==> config.mk <==
export PLATFORM = sky130hd
export DESIGN_NAME = forward_scoreboard
export DESIGN_NICKNAME = d
export VERILOG_FILES = /design/src/rtl/fwd_pkg.sv /design/src/rtl/fwd_port_sel.sv /design/src/rtl/forward_scoreboard.sv
export SDC_FILE = /design/constraint.sdc
export NUM_CORES = 1
export LEC_CHECK = 0
export CORE_AREA = 2 2 171 173
export CTS_BUF_LIST = sky130_fd_sc_hd__clkbuf_16
export CTS_CLUSTER_DIAMETER = 100
export DETAILED_ROUTE_END_ITERATION = 8
export DIE_AREA = 0 0 173 175
export DONT_BUFFER_PORTS = 1
export RECOVER_POWER = 50
export SYNTH_ARGS = -nofsm -noshare
export SYNTH_HDL_FRONTEND = slang
export SYNTH_HIERARCHICAL = 1
export SYNTH_SLANG_ARGS = --single-unit
export TNS_END_PERCENT = 5
==> constraint.sdc <==
create_clock -name clk -period 11.22 [get_ports clk]
set_input_delay 2.244 -clock clk [delete_from_list [all_inputs] [get_ports clk]]
set_output_delay 2.244 -clock clk [all_outputs]
set_load 0.01 [all_outputs]
==> src/rtl/fwd_pkg.sv <==
// Shared types for the forwarding scoreboard: register numbers and producer tags.
package fwd_pkg;

  typedef logic [4:0] reg_addr_t;

  typedef struct packed {
    logic      v;
    reg_addr_t waddr;
  } fwd_tag_t;

  localparam reg_addr_t REG_ZERO = 5'd0;

endpackage

==> src/rtl/fwd_port_sel.sv <==
// One read-port priority selector: matches the operand against every tracked
// producer, picks the youngest (lowest stage, then highest lane) and flags a stall.
module fwd_port_sel
  import fwd_pkg::*;
#(
  parameter int unsigned LANES  = 2,
  parameter int unsigned STAGES = 2,
  parameter int unsigned DW     = 32
) (
  input  logic [STAGES*LANES-1:0]    tag_v,
  input  logic [STAGES*LANES*5-1:0]  tag_waddr,
  input  logic [STAGES*LANES*DW-1:0] stg_wdata,
  input  logic [STAGES*LANES-1:0]    stg_wok,
  input  reg_addr_t                  rd_addr,
  input  logic [DW-1:0]              rd_rfdata,
  output logic [DW-1:0]              value,
  output logic                       hit,
  output logic                       stall
);

  logic          found;
  logic          win_ok;
  logic [DW-1:0] win_data;
  int unsigned   idx;

  // Scan oldest to youngest so the last match seen is the winner.
  always_comb begin
    found    = 1'b0;
    win_ok   = 1'b0;
    win_data = '0;
    idx      = 0;
    for (int unsigned i = 0; i < STAGES; i++) begin
      for (int unsigned l = 0; l < LANES; l++) begin
        idx = (STAGES - 1 - i) * LANES + l;
        if (tag_v[idx] && (tag_waddr[idx*5 +: 5] == rd_addr) && (rd_addr != REG_ZERO)) begin
          found    = 1'b1;
          win_ok   = stg_wok[idx];
          win_data = stg_wdata[idx*DW +: DW];
        end
      end
    end
  end

  always_comb begin
    hit   = found && win_ok;
    stall = found && !win_ok;
    value = hit ? win_data : rd_rfdata;
  end

endmodule

==> src/rtl/forward_scoreboard.sv <==
// Operand forwarding scoreboard with its own producer-tag pipeline.
// Optional FWD_PERF_CNT_EN adds saturating stall/forward cycle counters.
module forward_scoreboard
  import fwd_pkg::*;
#(
  parameter int unsigned LANES    = 2,
  parameter int unsigned STAGES   = 2,
  parameter int unsigned RD_PORTS = 4,
  parameter int unsigned DW       = 32
) (
  input  logic                       clk,
  input  logic                       resetn,
  input  logic                       adv,
  input  logic [STAGES-1:0]          flush,
  input  logic [LANES-1:0]           iss_wen,
  input  logic [LANES*5-1:0]         iss_waddr,
  input  logic [STAGES*LANES*DW-1:0] stg_wdata,
  input  logic [STAGES*LANES-1:0]    stg_wok,
  input  logic [RD_PORTS*5-1:0]      rd_addr,
  input  logic [RD_PORTS*DW-1:0]     rd_rfdata,
  output logic [RD_PORTS*DW-1:0]     rd_value,
  output logic [RD_PORTS-1:0]        rd_hit,
  output logic                       fwd_stall,
  output logic                       intra_dep,
`ifdef FWD_PERF_CNT_EN
  output logic [31:0]                perf_stall_cnt,
  output logic [31:0]                perf_fwd_cnt,
`endif
  output logic [STAGES*LANES-1:0]    stg_wen_q
);

  fwd_tag_t                  tag_q [STAGES][LANES];
  logic [STAGES*LANES-1:0]   tag_v;
  logic [STAGES*LANES*5-1:0] tag_waddr;
  logic [RD_PORTS-1:0]       port_stall;

  // Flush masks the valid bit after the shift, so it beats a same-edge shift-in.
  for (genvar s = 0; s < STAGES; s++) begin : g_stage
    for (genvar l = 0; l < LANES; l++) begin : g_lane
      if (s == 0) begin : g_head
        always_ff @(posedge clk) begin
          if (!resetn) begin
            tag_q[s][l] <= '0;
          end else if (adv) begin
            tag_q[s][l].v     <= iss_wen[l] && (iss_waddr[l*5 +: 5] != REG_ZERO) && !flush[s];
            tag_q[s][l].waddr <= iss_waddr[l*5 +: 5];
          end else begin
            tag_q[s][l].v <= tag_q[s][l].v && !flush[s];
          end
        end
      end else begin : g_tail
        always_ff @(posedge clk) begin
          if (!resetn) begin
            tag_q[s][l] <= '0;
          end else if (adv) begin
            tag_q[s][l].v     <= tag_q[s-1][l].v && !flush[s];
            tag_q[s][l].waddr <= tag_q[s-1][l].waddr;
          end else begin
            tag_q[s][l].v <= tag_q[s][l].v && !flush[s];
          end
        end
      end
    end
  end

  always_comb begin
    tag_v     = '0;
    tag_waddr = '0;
    for (int unsigned s = 0; s < STAGES; s++) begin
      for (int unsigned l = 0; l < LANES; l++) begin
        tag_v[s*LANES+l]             = tag_q[s][l].v;
        tag_waddr[(s*LANES+l)*5 +: 5] = tag_q[s][l].waddr;
      end
    end
  end

  assign stg_wen_q = tag_v;

  for (genvar p = 0; p < RD_PORTS; p++) begin : g_port
    fwd_port_sel #(
      .LANES  (LANES),
      .STAGES (STAGES),
      .DW     (DW)
    ) u_sel (
      .tag_v     (tag_v),
      .tag_waddr (tag_waddr),
      .stg_wdata (stg_wdata),
      .stg_wok   (stg_wok),
      .rd_addr   (rd_addr[p*5 +: 5]),
      .rd_rfdata (rd_rfdata[p*DW +: DW]),
      .value     (rd_value[p*DW +: DW]),
      .hit       (rd_hit[p]),
      .stall     (port_stall[p])
    );
  end

  assign fwd_stall = |port_stall;

  // Port p belongs to lane p/2; it depends on any older lane in the same bundle.
  always_comb begin
    intra_dep = 1'b0;
    for (int unsigned p = 0; p < RD_PORTS; p++) begin
      for (int unsigned l = 0; l < LANES; l++) begin
        if ((l < p / 2) && iss_wen[l] && (iss_waddr[l*5 +: 5] != REG_ZERO)
            && (iss_waddr[l*5 +: 5] == rd_addr[p*5 +: 5])) begin
          intra_dep = 1'b1;
        end
      end
    end
  end

`ifdef FWD_PERF_CNT_EN
  always_ff @(posedge clk) begin
    if (!resetn) begin
      perf_stall_cnt <= '0;
      perf_fwd_cnt   <= '0;
    end else begin
      if (fwd_stall && (perf_stall_cnt != '1)) perf_stall_cnt <= perf_stall_cnt + 32'd1;
      if ((|rd_hit) && (perf_fwd_cnt != '1))   perf_fwd_cnt   <= perf_fwd_cnt + 32'd1;
    end
  end
`endif

endmodule

==> flow_summary.ini <==
[power_and_ir_drop]
power.density_nw_per_um2 = 48.3
p_total_mw = 0.429
ir_drop_uv = 123
p_leak_nw = 4.26

[yosys]
synth_warnings = 6
synth_top_flop_cell = edfxtp_1
synth_edf_count = 24
yosys_register_bits = 24
ys_top_cells_by_count = 151 x and3_1, 133 x nand2b_1, 132 x a211o_1
yosysTopAreaCellShare = 0.150
ys_seq_area_frac = 0.0829
syn_area_um2 = 8700
syn_inst = 1156
yosys-top-cells-area = mux2i_1 15%, a211o_1 13%, o221ai_1 13%
yosysTopAreaCell = mux2i_1
yosysUniqueCellTypes = 31
synth_most_common_cell = and3_1
synthArstFlopShare = 0
avgSynthCellArea_um2 = 7.52

[finish]
synthToLayoutAreaGrowth_pct = 2.17
layout-drive-gt1-share = 0.0493
num_antenna_cells = 0
finalNonFillerCells = 1439
post-route-util = 0.313
top_regs = tag_q (24)
fin_nets = 1353
largest_reg_flops = 24
regMostFlops = tag_q

[floorplan]
core_um2 = 28400
die_w_um = 173
die_y_um = 175
initial_utilization = 0.306
io_pins = 435
num_rows = 62
dieArea_um2 = 30300

[route]
routed_wl_um = 39800
viasPerCell = 6.53
route.detailed.drc = 0
final_antenna_net_count = 0
num_vias = 9398
dr.pass1.iters = 7
wl_per_cell_um = 27.6
drtIter0Drc = 937

[cts]
clock_latency_ns = 0.25
clockRootBuffer = clkbuf_16
numCtsBuffers = 3
cts_tree = done
clock_path_buffers = 2
htreeDepth = 1
ctsResizeCount = 0
post_cts_buffers = 0
cts_hold_buffers = 0
clkTransAtPathRegs_ns = 0.06
cts.sinks = 24

[grt]
grt_max_degree = 66
antenna_found_initial = 1
grt_overflow = 0
track_usage = 0.246
grt_pass1_vias = 9224
grt_pass1_wl_um = 58800

[critical_path]
worstPathRequired_ns = 8.98
path_max_fanout = 34
regToRegSetupSlack_ns = 10.12
critical_path.endpoint_type = primary output
worstSetupPathType = input port to primary output
crit_path_start_kind = input port
crit_arrival_ns = 7.20

[sta]
drv_slew = 155
setup_viol = 0
finalCriticalPeriod_ns = 9.44
clock_skew_ns = 0.00578
timing_hold_violations_final = 0
slew_headroom = -1.03
grt_setup_unrepaired = false
fmax_mhz = 106
tightest_slew_ns = 3.02
fin_tns_setup_ns = 0
post-route-period-util = 0.842

[place]
numPortBuffers = 0
dp_hpwl_um = 27700
gp_congestion = 0.898
placed_cells = 1435

[outcome]
violations = max-capacitance violations, max-slew violations
status = complete, but fails checks

[flow_run]
maxCapViolations = 6

[worst_hold_path]
hold_class = flip-flop to flip-flop
stage by stage:
| stage | hold WS, ns | worst slack [ns] | cell area [µm²] |
|---|---|---|---|
| 2_1_floorplan | 0.648 | 4.47 | 8710 |
| 3_3_place_gp | 0.802 | 3.43 | 8840 |
| 3_5_place_dp | 0.790 | 3.38 | 8840 |
| 4_1_cts | 0.806 | 3.38 | 8940 |
| 5_1_grt | 0.822 | 1.62 | 8890 |
| 6_report | 0.800 | 1.78 | 8890 |
cell usage in the layout (no fill, tap or decap), types with 2 or more instances in the layout:
master and n:
a211o_1 132, a211oi_4 3, a21oi_1 7, and3_1 151, buf_4 23, clkbuf_1 2, clkbuf_16 3, conb_1 4
edfxtp_1 24, inv_1 128, mux2i_1 130, nand2_1 23, nand2_2 3, nand2b_1 133, nand3_1 7, nand3b_1 4
nand4_1 12, nor2_1 8, nor2_4 3, nor3_1 7, nor3_2 4, nor3_4 4, nor4_4 3, o221a_1 3
o221ai_1 128, or3_1 8, or4_1 3, or4_4 3, xnor2_1 72, xor2_1 14
cell families after synthesis:
logic type / count (synthesis) / share of synthesized area
compound gates: 276 / 0.276
flops: 24 / 0.0829
other cells: 1 / 0.000431
xor+xnor: 86 / 0.0866
buf+inv: 261 / 0.134
mux: 130 / 0.150
simple gates: 378 / 0.270
final cells by class:
class,count,area (µm²)
Clock buffer,3,75.1
Clock inverter,1,30.0
Fill cell,3062,19500
Inverter,128,480
Multi-Input combinational cell,874,6920
Sequential cell,24,721
Tap cell,384,480
Timing Repair Buffer,25,180
report_power, final:
| part | internal (mW) | switching, mW | total [mW] |
|---|---|---|---|
| Clock | 0.0708 | 0.0282 | 0.0990 |
| Combinational | 0.0897 | 0.117 | 0.207 |
| Sequential | 0.106 | 0.0175 | 0.124 |
worst max-delay path: stages:
cell	delay (ns)
or4_1	0.59
nor2_4	0.21
or3_1	0.15
clkbuf_1	1.21
and3_1	0.29
o221a_1	1.21
buf_4	0.52
a21oi_1	0.08
or4_1	0.65
per-layer routing:
metal	vias up	track usage	wire, µm
met3	103	0.0479	3700
met2	689	0.415	18800
met5	-	0	0
met4	0	0.0960	1410
li1	4075	-	-
met1	4531	0.309	15900
path summary, 6_finish.rpt:
kind	cells after the start	start	endpoint
min	1	tag_q[0][0]	tag_q[1][0]
max reg2reg	2	tag_q[0][11]	tag_q[1][11]
max	9	rd_addr[2]	fwd_stall
min reg2reg	1	tag_q[0][0]	tag_q[1][0]
Note: power is estimated with default switching activity, not from simulation.
